[src/rtl/ldpc_pkg.sv]
// Shared definitions for the serial LDPC check-node unit:
// min-sum rule encodings, default LLR width, FSM state type.
package ldpc_pkg;

   localparam int LLR_WIDTH_DEF = 8;

   localparam int MS_PLAIN  = 0;
   localparam int MS_OFFSET = 1;
   localparam int MS_NORM   = 2;

   typedef enum logic [1:0] {
      IDLE,
      ACCUM,
      EMIT
   } cnu_state_e;

endpackage

[src/rtl/ldpc_mag_adj.sv]
// Combinational min-sum magnitude adjustment:
// plain, offset (saturating at 0) or normalized by 3/4.
module ldpc_mag_adj
   import ldpc_pkg::*;
#(
   parameter int LLR_WIDTH = LLR_WIDTH_DEF,
   parameter int MODE      = MS_PLAIN,
   parameter int OFFSET    = 1,
   localparam int MW       = LLR_WIDTH - 1
) (
   input  logic [MW-1:0] mag,
   output logic [MW-1:0] adj
);

   always_comb begin
      adj = mag;
      case (MODE)
         MS_OFFSET:
            adj = ({1'b0, mag} > (MW+1)'(OFFSET))
                ? MW'({1'b0, mag} - (MW+1)'(OFFSET))
                : '0;
         MS_NORM:
            adj = MW'(({2'b00, mag} + {1'b0, mag, 1'b0}) >> 2);
         default:
            adj = mag;
      endcase
   end

endmodule

[src/rtl/ldpc_cnu_serial.sv]
// Serial min-sum check-node unit: accumulates one frame of LLRs,
// then emits one extrinsic check-to-variable message per position.
module ldpc_cnu_serial
   import ldpc_pkg::*;
#(
   parameter int LLR_WIDTH  = LLR_WIDTH_DEF,
   parameter int ROW_WEIGHT = 24,
   parameter int MODE       = MS_PLAIN,
   parameter int OFFSET     = 1,
   localparam int MW        = LLR_WIDTH - 1,
   localparam int IW        = $clog2(ROW_WEIGHT)
) (
   input  logic                 clk,
   input  logic                 rst_n,
   input  logic                 en,
   input  logic                 in_valid,
   output logic                 in_ready,
   input  logic [LLR_WIDTH-1:0] in_llr,
   output logic                 out_valid,
   input  logic                 out_ready,
   output logic [LLR_WIDTH-1:0] out_llr,
   output logic [IW-1:0]        out_idx,
   output logic                 out_last,
   output logic [MW-1:0]        min,
   output logic [MW-1:0]        submin,
   output logic [IW-1:0]        min_idx,
   output logic                 frame_done
);

   localparam logic [IW-1:0] LAST_IDX = IW'(ROW_WEIGHT - 1);

   cnu_state_e            state;
   logic [IW-1:0]         in_cnt;
   logic [ROW_WEIGHT-1:0] sign_reg;
   logic                  sign_prod;
   logic [MW-1:0]         in_mag;
   logic                  in_sgn;
   logic [MW-1:0]         sel_mag;
   logic [MW-1:0]         adj_mag;
   logic                  out_sgn;

   assign in_mag = in_llr[MW-1:0];
   assign in_sgn = in_llr[MW];

   // Extrinsic rule: the min position sees the second minimum.
   assign sel_mag  = (out_idx == min_idx) ? submin : min;
   assign out_sgn  = (sign_prod ^ sign_reg[out_idx]) & (|adj_mag);
   assign out_llr  = out_valid ? {out_sgn, adj_mag} : '0;
   assign out_last = out_valid & (out_idx == LAST_IDX);

   ldpc_mag_adj #(
      .LLR_WIDTH (LLR_WIDTH),
      .MODE      (MODE),
      .OFFSET    (OFFSET)
   ) u_mag_adj (
      .mag (sel_mag),
      .adj (adj_mag)
   );

   always_ff @(posedge clk or negedge rst_n) begin
      if (!rst_n) begin
         state      <= IDLE;
         in_cnt     <= '0;
         in_ready   <= 1'b1;
         out_valid  <= 1'b0;
         out_idx    <= '0;
         frame_done <= 1'b0;
         min        <= '0;
         submin     <= '0;
         min_idx    <= '0;
         sign_reg   <= '0;
         sign_prod  <= 1'b0;
      end else if (en) begin
         frame_done <= 1'b0;
         unique case (state)
            IDLE, ACCUM: begin
               if (in_valid) begin
                  in_cnt           <= in_cnt + 1'b1;
                  sign_reg[in_cnt] <= in_sgn;
                  if (state == IDLE) begin
                     state     <= ACCUM;
                     min       <= in_mag;
                     min_idx   <= '0;
                     submin    <= '1;
                     sign_prod <= in_sgn;
                  end else begin
                     sign_prod <= sign_prod ^ in_sgn;
                     if (in_mag < min) begin
                        submin  <= min;
                        min     <= in_mag;
                        min_idx <= in_cnt;
                     end else if (in_mag < submin) begin
                        submin <= in_mag;
                     end
                  end
                  if (in_cnt == LAST_IDX) begin
                     state     <= EMIT;
                     in_cnt    <= '0;
                     in_ready  <= 1'b0;
                     out_valid <= 1'b1;
                     out_idx   <= '0;
                  end
               end
            end
            EMIT: begin
               if (out_ready) begin
                  if (out_idx == LAST_IDX) begin
                     state      <= IDLE;
                     in_ready   <= 1'b1;
                     out_valid  <= 1'b0;
                     out_idx    <= '0;
                     frame_done <= 1'b1;
                  end else begin
                     out_idx <= out_idx + 1'b1;
                  end
               end
            end
            default: state <= IDLE;
         endcase
      end
   end

endmodule
[config.mk]
export PLATFORM = sky130hd
export DESIGN_NAME = ldpc_cnu_serial
export DESIGN_NICKNAME = d
export VERILOG_FILES = /design/src/rtl/ldpc_pkg.sv /design/src/rtl/ldpc_mag_adj.sv /design/src/rtl/ldpc_cnu_serial.sv
export SDC_FILE = /design/constraint.sdc
export NUM_CORES = 1
export LEC_CHECK = 0
export CORE_MARGIN = 2
export CORE_UTILIZATION = 34
export CTS_BUF_LIST = sky130_fd_sc_hd__clkbuf_4 sky130_fd_sc_hd__clkbuf_8
export CTS_CLUSTER_DIAMETER = 80
export DETAILED_ROUTE_END_ITERATION = 7
export SLEW_MARGIN = 20
export SYNTH_ARGS = -nofsm -noshare
export SYNTH_HDL_FRONTEND = slang
export SYNTH_SLANG_ARGS = --single-unit
[constraint.sdc]
create_clock -name clk -period 3.9 [get_ports clk]
set_input_delay 0.78 -clock clk [delete_from_list [all_inputs] [get_ports clk]]
set_output_delay 0.78 -clock clk [all_outputs]
set_load 0.02 [all_outputs]
==> results by group, run 1 <==
Outcome
  – Outcome: finished, final reports clean

Synth
  – Sequential share of the synthesized area: 42.1%
  – Cells after synthesis: 348
  – Synth warn: 0
  – Mapped cell area: 3510 sq um
  – Yosys cell types: 49
  – Mapped Nets: 378
  – Synth async-reset ratio: 100%
  – EDFF count, synth: 0
  – Top_reg_cell synth: dfrtp_1
  – Yosys reg bits: 59
  – Avg Cell Area, Syn: 10.1 sq um

Floorplanning
  – Die H: 106 um
  – DIE AREA: between 10000 and 15000 sq um
  – Die X-Extent: 106 um
  – Boundary Pins: 49
  – Placeable Area: ~10000 sq um
  – Initial core utilization: between 30% and 40%
  – Num rows: 37

CTS
  – CTS Buf Count: 9
  – CTS tree: done
  – Max clock buf depth: 2
  – Post-CTS setup buffer count: 0
  – CTS root buf: clkbuf_8
  – Post-CTS Resized: 0
  – H-tree depth: 3
  – Clock Pin Slew Worst Setup and Hold Paths: 70 ps
  – CTS Sinks: 59
  – Worst skew pair latency: 340 ps
  – # hold bufs at CTS: 0

Route
  – Wire per inst: 15.9 um
  – Via density: 4.98
  – Drt first-iter violations: 98
  – Residual DRC: 0
  – Drt first pass iters: 4
  – Via count: around 2.7k
  – Post-route ant nets: 0
  – Final wirelength: 8.59 mm

Min path
  – Min-delay worst type: reg -> reg

Setup path
  – CP arrival: 2750 ps
  – Register-to-register setup slack: 1500 ps
  – Type of origin of the critical path: flip-flop
  – R2R depth: 8
  – Worst setup startpoint: out_idx[0]$_DFFE_PN0P_
  – CP Max Fanout: 15
  – Critical Path RT: ~3100 ps
  – Critical Path End Type: output pin
  – Critical Path End: out_llr[7]
  – FF-to-FF End: submin[5]$_DFFE_PN0P_
  – R2r startpoint: min[6]$_DFFE_PN0P_
  – Crit Path Class: reg -> out

Cells and area
  – Post-route insts no fill: 540
  – Nets: about 430
  – Area of the multi-input gates: 1860 sq um
  – Fraction of layout cells with a size suffix above 1: 18.1%
  – FF+latch area: 1480 sq um
  – Final core occ: 42.4%
  – Antenna Cells: 0
  – Finished Cell Area: roughly 4300 sq um
  – FILL cells: 1011
  – Max reg flops: 24
  – Area delta synth->final: 23.0%

Placed design
  – Routability cong.: between 0.8 and 0.9
  – Post-DP Area: approximately 4100 sq um
  – Post-detail-place hpwl: roughly 6.5 mm
  – Placed cell count: ~520
  – IO buf count: 48

Timing
  – Final Hold Fails: 0
  – Final setup vio count: 0
  – Final worst path period need: 3530 ps
  – Worst Tran Pin Value: approximately 860 ps
  – Maximum clock rate: 0.284 GHz
  – Post-route clock period utilization: 90.4%
  – Rel. slew slack: 42.4%
  – RSZ-0062 raised after global routing: false
  – Max-slew violation count: 0
  – Setup TNS: 0 ps
  – Hold WS: 462 ps
  – Final Skew: about 6.8 ps

Global route
  – GR Util met3: 3.40%
  – Global route hottest layer: met2
  – Gr usage total: approximately 17%
  – Initial antenna violation count: 0
  – Pin count of the biggest net entering global routing: 34
  – GRT overflow: 0
  – Met2 GRT Util: 28.7%
  – First-pass GRT wire length: between 10 and 15 mm
  – Met1 usage: 20.0%
  – Vias in the first global route: 2743

Pwr
  – Worst VDD drop: between 0.1 and 0.15 mV
  – Power per cell area: ~350 nW/um^2
  – Leakage: 1.92 nW

Job
  – Max cap viols: 0
## metal layers
metal | wire (um) | vias to the layer above
li1 | - | 1309
met1 | 3680 | 1304
met2 | 4370 | 64
met3 | 381 | 14
met4 | 158 | 0
met5 | 0 | -
## cell usage in the layout (no fill, tap or decap), types with 3 or more instances in the layout
master and instances:
xnor2_1 6, inv_2 3, ha_1 17, dfrtp_1 58, mux2_2 28, mux2i_1 12, nand4_1 4, nand2b_1 4
mux4_2 3, nor2_1 11, o21ai_0 27, and2_1 11, nor4_1 3, clkbuf_8 10, buf_4 7, nand3_1 9
nor3b_1 3, clkinv_2 3, inv_1 18, a21oi_1 12, xor2_1 3, mux2_4 7, o211ai_1 3, nand2_1 59
clkdlybuf4s50_1 47, nand3b_1 4
## power by group
group	total [W]	leakage, nW	internal, W	switching (W)
logic	0.000263	1.02	0.000123	0.000140
registers	0.000666	0.799	0.000630	0.0000363
clock network	0.000560	0.103	0.000316	0.000244
## stage by stage
| step | total power, W | setup slack, ps |
|---|---|---|
| after floorplan | 0.000830 | 922 |
| after global placement | 0.000941 | 693 |
| after detailed placement | 0.000941 | 705 |
| after CTS | 0.00151 | 320 |
| after global routing | 0.00157 | 214 |
| final | 0.00149 | 374 |
## cell usage after synthesis (all sizes together) (9+ instances only)
library cell | number | area share (%)
nand2 | 59 | 6.3
dfrtp | 58 | 41
mux2 | 35 | 12
o21ai | 31 | 4.9
inv | 21 | 2.2
ha | 17 | 6.1
a21oi | 13 | 2.2
mux2i | 12 | 3.4
and2 | 11 | 2.0
nor2 | 11 | 1.2
buf | 9 | 1.9
nand3 | 9 | 1.3
## worst min-delay path by stage
stage / startpoint / endpoint / cells after the start
3_5_place_dp: in_ready$_DFFE_PN1P_ / in_ready$_DFFE_PN1P_ / 2
2_1_floorplan: sign_reg[20]$_DFFE_PN0P_ / sign_reg[20]$_DFFE_PN0P_ / 2
3_3_place_gp: in_ready$_DFFE_PN1P_ / in_ready$_DFFE_PN1P_ / 2
4_1_cts: in_ready$_DFFE_PN1P_ / in_ready$_DFFE_PN1P_ / 2
5_1_grt: in_ready$_DFFE_PN1P_ / in_ready$_DFFE_PN1P_ / 2
6_report: in_ready$_DFFE_PN1P_ / in_ready$_DFFE_PN1P_ / 2
## cells by family after synthesis
| family | share of synthesized area [%] |
|---|---|
| and+or+nand+nor | 16.4 |
| DFF | 42.1 |
| AOI/OAI and AO/OA | 10.3 |
| muxes | 18.1 |
| buffers and inverters | 4.74 |
| adders and majority gates | 6.06 |
| xor gates and xnor gates | 2.25 |
## layout make-up
| cell class | instances | area share [%] |
|---|---|---|
| multi-input cells | 253 | 43.2 |
| clock inverters | 5 | 1.22 |
| clock buffers | 11 | 3.36 |
| flip-flops and latches | 59 | 34.2 |
| well taps | 136 | 3.94 |
| inverters | 21 | 1.83 |
| repair buffers | 55 | 12.2 |
## worst max-delay path, stage by stage, from the launching register on
cell,delay (ps)
dfrtp_1,500
buf_4,250
xnor2_1,130
nand3_1,110
nor3_2,200
buf_4,210
o21ai_0,100
a211oi_1,250
clkdlybuf4s50_1,650
Note: power is estimated with default switching activity, not from simulation.
==> inputs of run 2 (changes only) <==
--- a/config.mk
+++ b/config.mk
@@ -5,6 +5,7 @@
 export SDC_FILE = /design/constraint.sdc
 export NUM_CORES = 1
 export LEC_CHECK = 0
+export ABC_AREA = 1
 export CORE_MARGIN = 2
 export CORE_UTILIZATION = 34
 export CTS_BUF_LIST = sky130_fd_sc_hd__clkbuf_4 sky130_fd_sc_hd__clkbuf_8
==> constraint.sdc (replaced) <==
create_clock -name clk -period 3.9 [get_ports clk]
set_input_delay 0.78 -clock clk [delete_from_list [all_inputs] [get_ports clk]]
set_output_delay 0.78 -clock clk [all_outputs]
set_load 0.01 [all_outputs]
==> run 2 against run 1 <==
Via count increased by 22%. Design area increased by 1.7%. Register-to-register slack improved by 80 ps. Core utilization increased by 0.15 points. Largest power group is now combinational cells. Cell count increased by 21%. Hold slack improved by 42 ps. Total power increased to 2.6 times the previous value. Clock power increased by 7.1%. Largest cell class unchanged. Critical endpoint unchanged.
==> results by group, run 2 <==
Timing
  – Final Hold Fails: 0
  – Rel. slew slack: 35.5%
  – Worst Tran Pin Value: about 970 ps
  – Final Skew: 10.5 ps
  – Final setup vio count: 0
  – Setup TNS: 0 ps
  – Final worst path period need: 3540 ps
  – RSZ-0062 raised after global routing: false
  – Maximum clock rate: 0.282 GHz
  – Max-slew violation count: 0
  – Post-route clock period utilization: between 90% and 100%

Route
  – Via density: 5.00
  – Drt first pass iters: 5
  – Drt first-iter violations: approximately 270
  – Post-route ant nets: 0
  – Final wirelength: 9.73 mm
  – Residual DRC: 0
  – Via count: 3283
  – Wire per inst: about 15 um

Synth
  – Yosys cell types: 38
  – Most common cell in the netlist: nand2_1
  – Synth async-reset ratio: 100%
  – Mapped Nets: 496
  – Top-area cell type share of the netlist area: 40.2%
  – Sequential share of the synthesized area: around two fifths
  – EDFF count, synth: 0
  – Avg Cell Area, Syn: roughly 7.8 sq um
  – Top_reg_cell synth: dfrtp_1
  – Synth warn: 0
  – Yosys reg bits: 59
  – Mapped cell area: 3610 sq um
  – Cells after synthesis: 466
  – Synth top cells by count: nand2_1 (105), dfrtp_1 (58), inv_1 (56), nor2_1 (44), nand3_1 (43)
  – Area contributors post-synth: dfrtp_1 (40%), nand2_1 (11%), nand3_1 (6.0%)
  – Yosys top cell by area: dfrtp_1

Setup path
  – CP max-delay cell: dfrtp_1
  – Delay-heaviest family, CP: simple AND/OR/NAND/NOR gates
  – Type of origin of the critical path: flip-flop
  – CP arrival: 2760 ps
  – Top cell by count, worst path: nand2_1
  – WP buf/inv: 2
  – Critical path, cell by cell: inv_2, nand2_1, nand2_1, nor2_2, nand3_4, o21ai_1, nor2_1, nand2_1, nand2_1, nor2_2, clkdlybuf4s50_1
  – Critical Path End Type: output pin
  – Critical Path RT: 3120 ps
  – CP max stage delay: 670 ps
  – CP Max Fanout: 15
  – Crit Path Class: reg -> out

CTS
  – H-tree depth: 3
  – Max clock buf depth: 2
  – # hold bufs at CTS: 0
  – CTS root buf: clkbuf_8
  – CTS Sinks: 59
  – CTS tree: done
  – Clock Pin Slew Worst Setup and Hold Paths: 80 ps
  – Post-CTS Resized: 0
  – CTS Buf Count: 9
  – Post-CTS setup buffer count: 0
  – Worst skew pair latency: around 360 ps

Min path
  – Min-delay worst type: reg -> reg

Cells and area
  – Commonest non-fill, non-tap cell in the layout: nand2_1
  – Antenna Cells: 0
  – Fraction of layout cells with a size suffix above 1: 10.4%
  – Max reg flops: 24
  – Commonest non-fill, non-tap cells in the layout: nand2_1 (105), dfrtp_1 (58), inv_1 (56)
  – Nets: ~550
  – Post-route insts no fill: 656
  – FILL cells: 1039
  – Area delta synth->final: 21.4%

Floorplanning
  – Boundary Pins: 49
  – Die X-Extent: 107 um
  – DIE AREA: 11500 sq um
  – Die H: 107 um
  – Num rows: 37
  – Initial core utilization: around a third
  – Placeable Area: ~10000 sq um

Placed design
  – Placed cell count: 640
  – Routability cong.: 0.895
  – IO buf count: 48
  – Post-detail-place hpwl: around 7.1 mm

Pwr
  – Leakage: 2.10 nW
  – Power per cell area: slightly below 900 nW/um^2
  – Worst VDD drop: between 0.3 and 0.4 mV

Global route
  – Initial antenna violation count: 0
  – GRT overflow: 0
  – Vias in the first global route: 3053
  – Gr usage total: 18.3%
  – First-pass GRT wire length: 16.2 mm
  – Pin count of the biggest net entering global routing: 40

Outcome
  – Outcome: finished, final reports clean

Job
  – Max cap viols: 0
-- run 2: changes by cell type after synthesis, sizes merged, moves of 7 or more --
cell	delta
inv	+41
o21ai	-7
and2	-11
nand3	+36
nand2	+51
nor2	+41
a31oi	+19
a21oi	+24
mux2i	-11
mux2	-35
-- run 2: cell type report --
type	count	area [sq um]	share of cell area [%]
Clock inverter	7	82.6	1.88
Multi-Input combinational cell	331	1800	41.0
Inverter	63	239	5.44
Tap cell	136	170	3.88
Clock buffer	9	124	2.82
Timing Repair Buffer	51	498	11.3
Sequential cell	59	1480	33.7
-- run 2: metal layers --
metal / wire length, um / vias up / part of all wire (%) / track usage (%)
li1: - / 1642 / - / -
met4: 220 / 0 / 2.3 / 6.49
met2: 4410 / 74 / 45 / 26.8
met5: 0 / - / 0 / 0
met3: 430 / 15 / 4.4 / 4.74
met1: 4670 / 1552 / 48 / 25.9
-- run 2: final timing paths --
path / startpoint / endpoint / slack, ps / cells after the start
setup / recovery: out_idx[1]$_DFFE_PN0P_ / out_llr[7] / 360 / 11
hold / removal: frame_done$_DFFE_PN0P_ / frame_done$_DFFE_PN0P_ / 500 / 2
setup reg to reg: min[2]$_DFFE_PN0P_ / submin[1]$_DFFE_PN0P_ / 1580 / 11
hold reg to reg: frame_done$_DFFE_PN0P_ / frame_done$_DFFE_PN0P_ / 500 / 2
max in group asynchronous: rst_n / sign_reg[12]$_DFFE_PN0P_ / 2530 / 2
min in group asynchronous: rst_n / submin[5]$_DFFE_PN0P_ / 570 / 1
-- run 2: tightest hold or removal path: stages (launching register included) --
cell and delay [ps]:
dfrtp_1 350, nand2_1 50, o21ai_0 70
-- run 2: cell families after synthesis --
kind of cell               share of synthesized area (%)
buffers and inverters                               9.38
muxes                                              0.277
adders and majority gates                           5.88
and+or+nand+nor                                     28.5
DFF                                                 40.9
AOI/OAI and AO/OA                                   14.4
xor gates and xnor gates                           0.727
-- run 2: power by group --
part / internal, W / switching [W]
Combinational: 0.000847 / 0.00116
Clock: 0.000306 / 0.000294
Sequential: 0.000889 / 0.000306
Total: 0.00204 / 0.00176
-- run 2: stage by stage --
step / power (W) / cell area, sq um / util (%) / hold WS, ps / setup slack (ps)
global route: 0.00413 / 4390 / 42.5 / 524 / 61.5
finish: 0.00381 / 4390 / 42.5 / 504 / 357
global placement: 0.00317 / 4180 / 40.5 / 473 / 812
detailed placement: 0.00320 / 4180 / 40.5 / 487 / 754
floorplan: 0.00243 / 3610 / - / 453 / 1600
CTS: 0.00382 / 4390 / 42.5 / 505 / 343
==> inputs of run 3 (changes only) <==
--- a/config.mk
+++ b/config.mk
@@ -6,11 +6,12 @@
 export NUM_CORES = 1
 export LEC_CHECK = 0
 export ABC_AREA = 1
-export CORE_MARGIN = 2
+export CORE_MARGIN = 3
 export CORE_UTILIZATION = 34
 export CTS_BUF_LIST = sky130_fd_sc_hd__clkbuf_4 sky130_fd_sc_hd__clkbuf_8
 export CTS_CLUSTER_DIAMETER = 80
 export DETAILED_ROUTE_END_ITERATION = 7
+export SKIP_LAST_GASP = 1
 export SLEW_MARGIN = 20
 export SYNTH_ARGS = -nofsm -noshare
 export SYNTH_HDL_FRONTEND = slang
==> run 3 against run 2 <==
Register-to-register slack gained 60 ps. Cell count shrank 0.15%. Largest cell class unchanged. Non-clock buffer count shrank 1. First-iteration DRC count shrank 11%. Die area grew 3.8%. Sequential power is essentially flat. Total power grew 1.1%. Highest routed layer unchanged.
==> results by group, run 3 (synthesis results as in run 2) <==
Outcome
  – Outcome: finished, final reports clean

Cells and area
  – Area of the multi-input gates: 1800 sq um
  – Commonest non-fill, non-tap cell in the layout: nand2_1
  – Nets: 544
  – Area delta synth->final: 21.9%
  – Post-route insts no fill: approximately 660
  – Max reg flops: 24
  – FILL cells: 1020
  – Final core occ: 42.7%
  – Commonest non-fill, non-tap cells in the layout: nand2_1 (105), dfrtp_1 (57), inv_1 (56)
  – FF+latch area: roughly 1500 sq um
  – Antenna Cells: 0
  – Fraction of layout cells with a size suffix above 1: 10.4%

Route
  – Via density: 5.05
  – Wire per inst: 14.8 um
  – Post-route ant nets: 0
  – Residual DRC: 0
  – Final wirelength: 9.69 mm
  – Drt first pass iters: 4
  – Drt first-iter violations: ~250
  – Via count: approximately 3.3k

Floorplanning
  – Initial core utilization: 35.0%
  – Placeable Area: ~10000 sq um
  – DIE AREA: 11900 sq um
  – Boundary Pins: 49
  – Num rows: 37
  – Die X-Extent: between 100 and 150 um
  – Die H: 109 um

Pwr
  – Power per cell area: about 870 nW/um^2
  – Total power: just under 0.004 W
  – Leakage: 2.10 nW
  – Worst VDD drop: between 0.2 and 0.3 mV

Global route
  – First-pass GRT wire length: around 16 mm
  – Initial antenna violation count: 0
  – Vias in the first global route: 3136
  – Pin count of the biggest net entering global routing: 36
  – GRT overflow: 0
  – Gr usage total: roughly 17%

Timing
  – Final setup vio count: 0
  – Final Hold Fails: 0
  – Worst Tran Pin Value: roughly 800 ps
  – Setup TNS: 0 ps
  – Post-route clock period utilization: 89.0%
  – RSZ-0062 raised after global routing: false
  – Maximum clock rate: 0.288 GHz
  – Rel. slew slack: 45.3%
  – Final Skew: between 9 and 10 ps
  – Max-slew violation count: 0
  – Final worst path period need: 3470 ps

Setup path
  – CP max stage delay: 530 ps
  – Critical path, cell by cell: buf_4, inv_2, nand2_1, nand2_1, nor2_2, nand3_4, o21ai_1, nor2_1, nand2_1, nand2_1, nor2_2, clkdlybuf4s50_1
  – CP arrival: 2690 ps
  – Critical Path RT: about 3100 ps
  – Critical Path End Type: output pin
  – Type of origin of the critical path: flip-flop
  – Top cell by count, worst path: nand2_1
  – Crit Path Class: reg -> out
  – CP Max Fanout: 20
  – CP max-delay cell: clkdlybuf4s50_1

Job
  – Max cap viols: 0

Min path
  – Min-delay worst type: reg -> reg

CTS
  – Max clock buf depth: 2
  – H-tree depth: 3
  – CTS Sinks: slightly below 60
  – CTS Buf Count: 9
  – CTS root buf: clkbuf_8
  – Post-CTS setup buffer count: 0
  – CTS tree: done
  – Worst skew pair latency: 340 ps
  – Clock Pin Slew Worst Setup and Hold Paths: 70 ps

Placed design
  – Placed cell count: 639
  – IO buf count: 48
  – Routability cong.: a little under 0.9
  – Post-detail-place hpwl: 7.17 mm
==> run 3: cell types whose count changed in the layout (fill, tap and decap cells not counted) <==
cell / change
bufinv_16: +1
buf_4: -1
clkbuf_4: +1
clkinvlp_4: +1
inv_6: -4
clkinv_4: -2
clkinv_2: +1
dfrtp_2: +1
clkbuf_8: +2
dfrtp_1: -1
==> run 3: final timing paths <==
| kind | startpoint | endpoint | slack, ps | depth (start not counted) |
|---|---|---|---|---|
| max | out_idx[0]$_DFFE_PN0P_ | out_llr[7] | 430 | 12 |
| min | frame_done$_DFFE_PN0P_ | frame_done$_DFFE_PN0P_ | 500 | 2 |
| max reg2reg | min[6]$_DFFE_PN0P_ | submin[0]$_DFFE_PN0P_ | 1640 | 11 |
| min reg2reg | frame_done$_DFFE_PN0P_ | frame_done$_DFFE_PN0P_ | 500 | 2 |
| max in group asynchronous | rst_n | out_idx[1]$_DFFE_PN0P_ | 2490 | 2 |
| min in group asynchronous | rst_n | min[5]$_DFFE_PN0P_ | 540 | 1 |
==> run 3: cell type report <==
type                            count  share of cell area [%]
Multi-Input combinational cell    331                    40.8
Sequential cell                    59                    33.6
Timing Repair Buffer               50                    11.1
Inverter                           63                    5.42
Tap cell                          136                    3.86
Clock buffer                       12                    3.60
Clock inverter                      4                    1.65
==> run 3: power by group <==
group	total [W]	internal (W)	switching [W]
Combinational	0.00202	0.000838	0.00118
Sequential	0.00118	0.000891	0.000288
Clock	0.000650	0.000401	0.000249
==> run 3: stage by stage <==
| stage | setup WS [ps] | hold WS, ps | cell area (sq um) |
|---|---|---|---|
| CTS | 208 | 498 | 4410 |
| global route | 136 | 531 | 4410 |
| floorplan | 1600 | 453 | 3610 |
| global placement | 652 | 471 | 4180 |
| detailed placement | 590 | 482 | 4180 |
| finish | 429 | 495 | 4410 |
==> run 3: what timing repair did <==
item / CTS / global route
gates resized for setup: 0 / 1
hold buffers: 0 / 0
endpoints found under the setup margin: 0 / 1
==> run 3: routing by layer <==
metal / track usage, % / vias up / part of all wire [%]
li1: - / 1643 / -
met4: 5.59 / 0 / 1.6
met5: 0 / - / 0
met3: 3.37 / 12 / 5.9
met2: 27.1 / 94 / 46
met1: 23.5 / 1557 / 47
==> run 3: critical path, delay by kind of cell (launching register included) <==
family / cells / cell delay (ps)
AO/OA/AOI/OAI: 1 / 230
buffers and inverters: 3 / 920
AND/OR/NAND/NOR: 8 / 860
flip-flops: 1 / 330
